<file path="config.mk">
export PLATFORM = sky130hd
export DESIGN_NAME = xc_malu_mul_ctrl
export DESIGN_NICKNAME = d
export VERILOG_FILES = /design/src/rtl/xc_malu_mul_ctrl.sv
export SDC_FILE = /design/constraint.sdc
export NUM_CORES = 1
export LEC_CHECK = 0
export CORE_AREA = 2 2 144 146
export DETAILED_ROUTE_END_ITERATION = 10
export DIE_AREA = 0 0 146 148
export GPL_TIMING_DRIVEN = 1
export PLACE_DENSITY = 0.8
export SETUP_SLACK_MARGIN = 0.15
export SYNTH_ARGS = -nofsm -noshare
export SYNTH_HDL_FRONTEND = slang
export SYNTH_SLANG_ARGS = --single-unit
</file>
<file path="constraint.sdc">
create_clock -name g_clk -period 11.25 [get_ports g_clk]
set_input_delay 3.375 -clock g_clk [delete_from_list [all_inputs] [get_ports g_clk]]
set_output_delay 3.375 -clock g_clk [all_outputs]
set_load 0.05 [all_outputs]
</file>
<file path="src/rtl/xc_malu_mul_ctrl.sv">
// Sequencer for the iterative shift-add / carry-less multiply step datapath.
// Latency: 33 cycles from accepted request to ready pulse (1 cycle on the zero-operand shortcut).
// Backpressure: one op in flight; requester holds valid until ready; flush or dropped valid aborts.
module xc_malu_mul_ctrl #(
    parameter int FAST_ZERO = 1
) (
    input  logic        g_clk,
    input  logic        g_reset,
    input  logic        valid,
    input  logic        flush,
    input  logic [31:0] rs1,
    input  logic [31:0] rs2,
    input  logic        op_mul,
    input  logic        op_mulh,
    input  logic        op_mulhu,
    input  logic        op_mulhsu,
    input  logic        op_clmul,
    input  logic        op_clmulh,
    output logic        ready,
    output logic [31:0] result,
    output logic [31:0] step_rs1,
    output logic [31:0] step_rs2,
    output logic [5:0]  step_count,
    output logic [63:0] step_acc,
    output logic [31:0] step_arg_0,
    output logic        step_carryless,
    output logic        step_lhs_sign,
    output logic        step_rhs_sign,
    input  logic [63:0] step_n_acc,
    input  logic [31:0] step_n_arg_0,
    input  logic        step_ready
);

    typedef enum logic [1:0] {
        IDLE = 2'd0,
        RUN  = 2'd1,
        DONE = 2'd2
    } state_t;

    localparam logic [5:0] LAST_COUNT = 6'd32;

    state_t      state;
    state_t      n_state;

    logic [31:0] lat_rs1;
    logic [31:0] lat_rs2;
    logic [63:0] acc;
    logic [31:0] arg_0;
    logic [5:0]  count;

    // Latched op decode, one bit per supported operation.
    logic        lat_mul;
    logic        lat_mulh;
    logic        lat_mulhu;
    logic        lat_mulhsu;
    logic        lat_clmul;
    logic        lat_clmulh;

    logic [5:0]  op_vec;
    logic        op_onehot;
    logic        start;
    logic        zero_operand;
    logic        take_shortcut;
    logic        abort_run;
    logic        step_en;
    logic        hi_select;

    // Request decode: exactly one op bit must be set for the request to be taken.
    always_comb begin
        op_vec        = {op_clmulh, op_clmul, op_mulhsu, op_mulhu, op_mulh, op_mul};
        op_onehot     = (op_vec != 6'd0) && ((op_vec & (op_vec - 6'd1)) == 6'd0);
        start         = valid && !flush && op_onehot;
        zero_operand  = (rs1 == 32'd0) || (rs2 == 32'd0);
        take_shortcut = (FAST_ZERO != 0) && zero_operand;
        // Dropping valid mid-iteration is the requester walking away from the op.
        abort_run     = flush || !valid;
        step_en       = (state == RUN) && !abort_run && !step_ready;
    end

    // State register.
    always_ff @(posedge g_clk or posedge g_reset) begin
        if (g_reset) begin
            state <= IDLE;
        end else begin
            state <= n_state;
        end
    end

    // Next-state logic; flush wins over every other transition.
    always_comb begin
        n_state = state;
        case (state)
            IDLE: begin
                if (start) begin
                    n_state = take_shortcut ? DONE : RUN;
                end
            end
            RUN: begin
                if (abort_run) begin
                    n_state = IDLE;
                end else if (step_ready) begin
                    n_state = DONE;
                end
            end
            DONE: begin
                n_state = IDLE;
            end
            default: begin
                n_state = IDLE;
            end
        endcase
    end

    // Operand and op capture at acceptance; ignored for the rest of the op.
    always_ff @(posedge g_clk or posedge g_reset) begin
        if (g_reset) begin
            lat_rs1    <= 32'd0;
            lat_rs2    <= 32'd0;
            lat_mul    <= 1'b0;
            lat_mulh   <= 1'b0;
            lat_mulhu  <= 1'b0;
            lat_mulhsu <= 1'b0;
            lat_clmul  <= 1'b0;
            lat_clmulh <= 1'b0;
        end else if ((state == IDLE) && start) begin
            lat_rs1    <= rs1;
            lat_rs2    <= rs2;
            lat_mul    <= op_mul;
            lat_mulh   <= op_mulh;
            lat_mulhu  <= op_mulhu;
            lat_mulhsu <= op_mulhsu;
            lat_clmul  <= op_clmul;
            lat_clmulh <= op_clmulh;
        end
    end

    // Accumulator, multiplier shift register and step counter.
    always_ff @(posedge g_clk or posedge g_reset) begin
        if (g_reset) begin
            acc   <= 64'd0;
            arg_0 <= 32'd0;
            count <= 6'd0;
        end else if ((state == IDLE) && start) begin
            // The shortcut also lands here: a zero accumulator is the zero result.
            acc   <= 64'd0;
            arg_0 <= rs2;
            count <= 6'd0;
        end else if (step_en) begin
            acc   <= step_n_acc;
            arg_0 <= step_n_arg_0;
            // Saturate rather than wrap if the datapath is ever late with step_ready.
            if (count != LAST_COUNT) begin
                count <= count + 6'd1;
            end
        end
    end

    // Step datapath controls and the result mux.
    always_comb begin
        hi_select      = lat_mulh || lat_mulhu || lat_mulhsu || lat_clmulh;
        step_rs1       = lat_rs1;
        step_rs2       = lat_rs2;
        step_count     = count;
        step_acc       = acc;
        step_arg_0     = arg_0;
        step_carryless = lat_clmul || lat_clmulh;
        step_lhs_sign  = lat_mulh || lat_mulhsu;
        step_rhs_sign  = lat_mulh;
        // A flush arriving in DONE suppresses the pulse for that op.
        ready          = (state == DONE) && !flush;
        result         = 32'd0;
        if (ready) begin
            result = hi_select ? acc[63:32] : acc[31:0];
        end
    end

    // lat_mul has no control role of its own: a latched op that is not any of the
    // others selects the low product word, which is the default above.
    logic unused_lat_mul;
    assign unused_lat_mul = lat_mul;

endmodule
</file>
==> summary.md <==
| Metric | Value |
|---|---|
| Status | `complete, no violations` |
| Syn nets | `around 1100` |
| Crit start category | `input port` |
| CTS tree | `yes` |
| Syn_area_per_cell | `8.53 um^2` |
| DP HPWL | `18200 um` |
| Worst slew pin tran | `1.19 ns` |
| Main synth FF type | `dfrtp_1` |
| Routed WL per cell | `approximately 17 um` |
| Register area | `4330 um^2` |
| MaxCap Viol Count | `0` |
| Post-route ant nets | `0` |
| Switching pwr | `around 950 uW` |
| Vias per cell | `4.94` |
| Final-layout fill cell count | `1773` |
| Routability cong. | `between 0.8 and 0.9` |
| R2R Setup Slk | `approximately 7.8 ns` |
| Starting Density | `37.4%` |
| CP required | `7.88 ns` |
| DP Cell Count | `around 1500` |
| First-pass GRT wire length | `39400 um` |
| Largest stage delay, worst path | `0.86 ns` |
| Slew margin rel. | `20.6%` |
| Slew Viols, Final | `0` |
| Synth-to-layout area growth | `59.7%` |
| CTS HTree Levels | `4` |
| Most frequent cells in the layout | `nand2_1 (419), clkdlybuf4s50_1 (372), dfrtp_1 (173)` |
| Mapped Cells | `877` |
| Die area | `about 22000 um^2` |
| GR Util met3 | `under 10%` |
| Busiest grt layer | `met2` |
| IO Count | `roughly 370` |
| Crit-path max FO | `33` |
| Worst r2r src | `state[0]` |
| Max Buffers Root-to-Sink | `2` |
| Met2 GRT Util | `roughly 40%` |
| Min Tclk post-route | `9.22 ns` |
| Multi-input gate area | `2920 um^2` |
| # hold bufs at CTS | `0` |
| Remaining Overflow, GRT | `0` |
| Setup WS pre-CTS | `just over 2 ns` |
| Post-synth EDFFs | `0` |
| Clock transition at the registers of the reported paths | `0.07 ns` |
| Die Wd | `between 100 and 150 um` |
| Initial antenna violation count | `0` |
| Vias in the first global route | `7324` |
| P_leak | `~5.3 nW` |
| Yosys warns | `0` |
| Setup TNS | `0 ns` |
| Largest net degree at the start of global routing | `109` |
| Critical path cell sequence | `clkdlybuf4s50_1 > nor2_1 > nand2_1 > a21oi_1 > clkdlybuf4s50_1` |
| Share of layout cells above drive strength 1 | `3.58%` |
| Hold Vio Cnt, Final | `0` |
| DR pass1 iterations | `4` |
| Final worst setup slack | `2.03 ns` |
| DRT Wirelength | `between 20000 and 30000 um` |
| Sw Ratio | `roughly two fifths` |
| Clk pwr share | `25.1%` |
| Combinational power share | `40.1%` |
| Final worst path period share | `82.0%` |
| Root Buffer | `clkbuf_16` |
| DR iter-0 viols | `329` |
| Most common cell after layout, fill and taps aside | `nand2_1` |
| CP endpoint | `result[18]` |
| RSZ-0062 raised after global routing | `no` |
| Worst clock skew | `0.0141 ns` |
| Final net count | `~1400` |
| IO Port Bufs | `372` |
| Die H | `148 um` |
| Post-synthesis sequential area ratio | `between 50 and 60%` |
| Synth Register Bits | `between 150 and 200` |
| Clock Latency Late Sink | `0.42 ns` |
| Fmax | `0.108 GHz` |
| Post-CTS Setup Bufs | `0` |
| Kind of critical path | `input port to output port` |
| Sequential Power Share | `between 30% and 40%` |
| WP data arrival | `5.85 ns` |
| Power density over cell area | `195 nW/um^2` |
| Cell Area, Synth | `7480 um^2` |
| Setup violations, final | `0` |
| Reg2reg end | `step_arg_0[15]` |
| Top cell by count, worst path | `clkdlybuf4s50_1` |
| Cell variety after synth | `33` |
| Met1 usage | `27.3%` |
| Worst VDD drop | `0.114 mV` |
| TritonCTS buffer count | `17` |
| Asr flop ratio synth | `between 90% and 100%` |
| Hold Crit Class | `flop to flop` |
| Crit path max-delay cell type | `clkdlybuf4s50_1` |
| Tot GR Track Use | `23.1%` |
| Worst Setup SP | `flush` |
| # rows | `52` |
| Non-filler cells, final | `1501` |
| Drc violations | `0` |
| Worst R2R Path Depth | `6` |
| CTS Sinks | `173` |
| Core area | `20000 um^2` |
| Vias | `7409` |
| Internal power | `~1.4 mW` |
| # resized after CTS | `0` |
| CP Capture Type | `output port` |
| Layout Utilization | `~60%` |
-- logic make-up after synthesis --
group                      Yosys count  synth area share [%]
adders and majority gates            2                 0.334
muxes                               17                  2.27
DFF                                173                  57.8
AOI/OAI and AO/OA                  121                  8.33
buffers and inverters               61                  3.66
and+or+nand+nor                    497                  26.9
xor gates and xnor gates             6                 0.702
-- worst max-delay path, delay by kind of cell --
kind / cells / cell delay, ns
buffers and inverters: 2 / 1.29
AOI/OAI and AO/OA: 1 / 0.40
and+or+nand+nor: 2 / 0.77
-- synthesized netlist by cell type (all sizes together) (2+ instances only) --
master	n	area share (%)
o21ai	19	1.3
inv	5	0.25
nand4	6	0.50
clkbuf	29	1.5
a21oi	97	6.5
or2	2	0.17
ha	2	0.33
or3	2	0.17
dfrtp	173	58
nand2b	3	0.25
mux2i	17	2.3
buf	27	1.9
nor2	9	0.45
nand2	419	21
nand3	32	2.1
nor4	16	1.3
nor4b	2	0.23
nor3	2	0.13
xor2	5	0.59
-- area by class of cell --
class,instances,share of cell area [%]
clock inverters,12,1.15
inverters,5,0.199
well taps,270,2.83
repair buffers,378,31.5
multi-input cells,643,24.4
flip-flops and latches,173,36.2
diodes,1,0.0209
clock buffers,19,3.62
-- layer usage --
layer / up-vias / wire (um)
li1: 3530 / -
met1: 3493 / 9650
met2: 330 / 12500
met3: 56 / 2270
met4: 0 / 905
met5: - / 0
-- sequential cells by signal, indices dropped and copies added (netlist names) --
| signal | cells |
|---|---|
| lat_mulhu | 1 |
| step_rs1 | 32 |
| step_count | 6 |
| step_arg_0 | 32 |
| lat_clmul | 1 |
| step_rs2 | 32 |
| state | 2 |
| step_acc | 64 |
| lat_mulhsu | 1 |
| lat_clmulh | 1 |
| step_rhs_sign | 1 |
-- power by group through the flow --
| stage | Clock [mW] | Combinational [mW] | Sequential (mW) |
|---|---|---|---|
| after floorplan | 0 | 0.158 | 1.23 |
| after CTS | 0.597 | 0.937 | 0.813 |
| final | 0.583 | 0.933 | 0.812 |
| after detailed placement | 0 | 0.934 | 0.822 |
| after global routing | 0.621 | 0.977 | 0.828 |
| after global placement | 0 | 0.926 | 0.817 |
-- how the worst min path moves through the flow --
stage	startpoint	to	slack (ns)	cells past startpoint
final	lat_clmul	lat_clmul	0.47	2
after global routing	step_rs2[0]	step_rs2[0]	0.50	2
after CTS	lat_clmul	lat_clmul	0.47	2
after detailed placement	lat_clmul	lat_clmul	0.45	2
after global placement	lat_clmul	lat_clmul	0.45	2
after floorplan	lat_clmul	lat_clmul	0.44	2
-- stage by stage --
step / hold slack (ns) / total power [mW] / cell area, um^2
after floorplan: 0.437 / 1.38 / 7480
after global placement: 0.451 / 1.74 / 11400
after detailed placement: 0.454 / 1.76 / 11400
after CTS: 0.471 / 2.35 / 12000
after global routing: 0.495 / 2.43 / 12000
final: 0.469 / 2.33 / 12000
No activity file was read; power rests on OpenSTA's default activity.
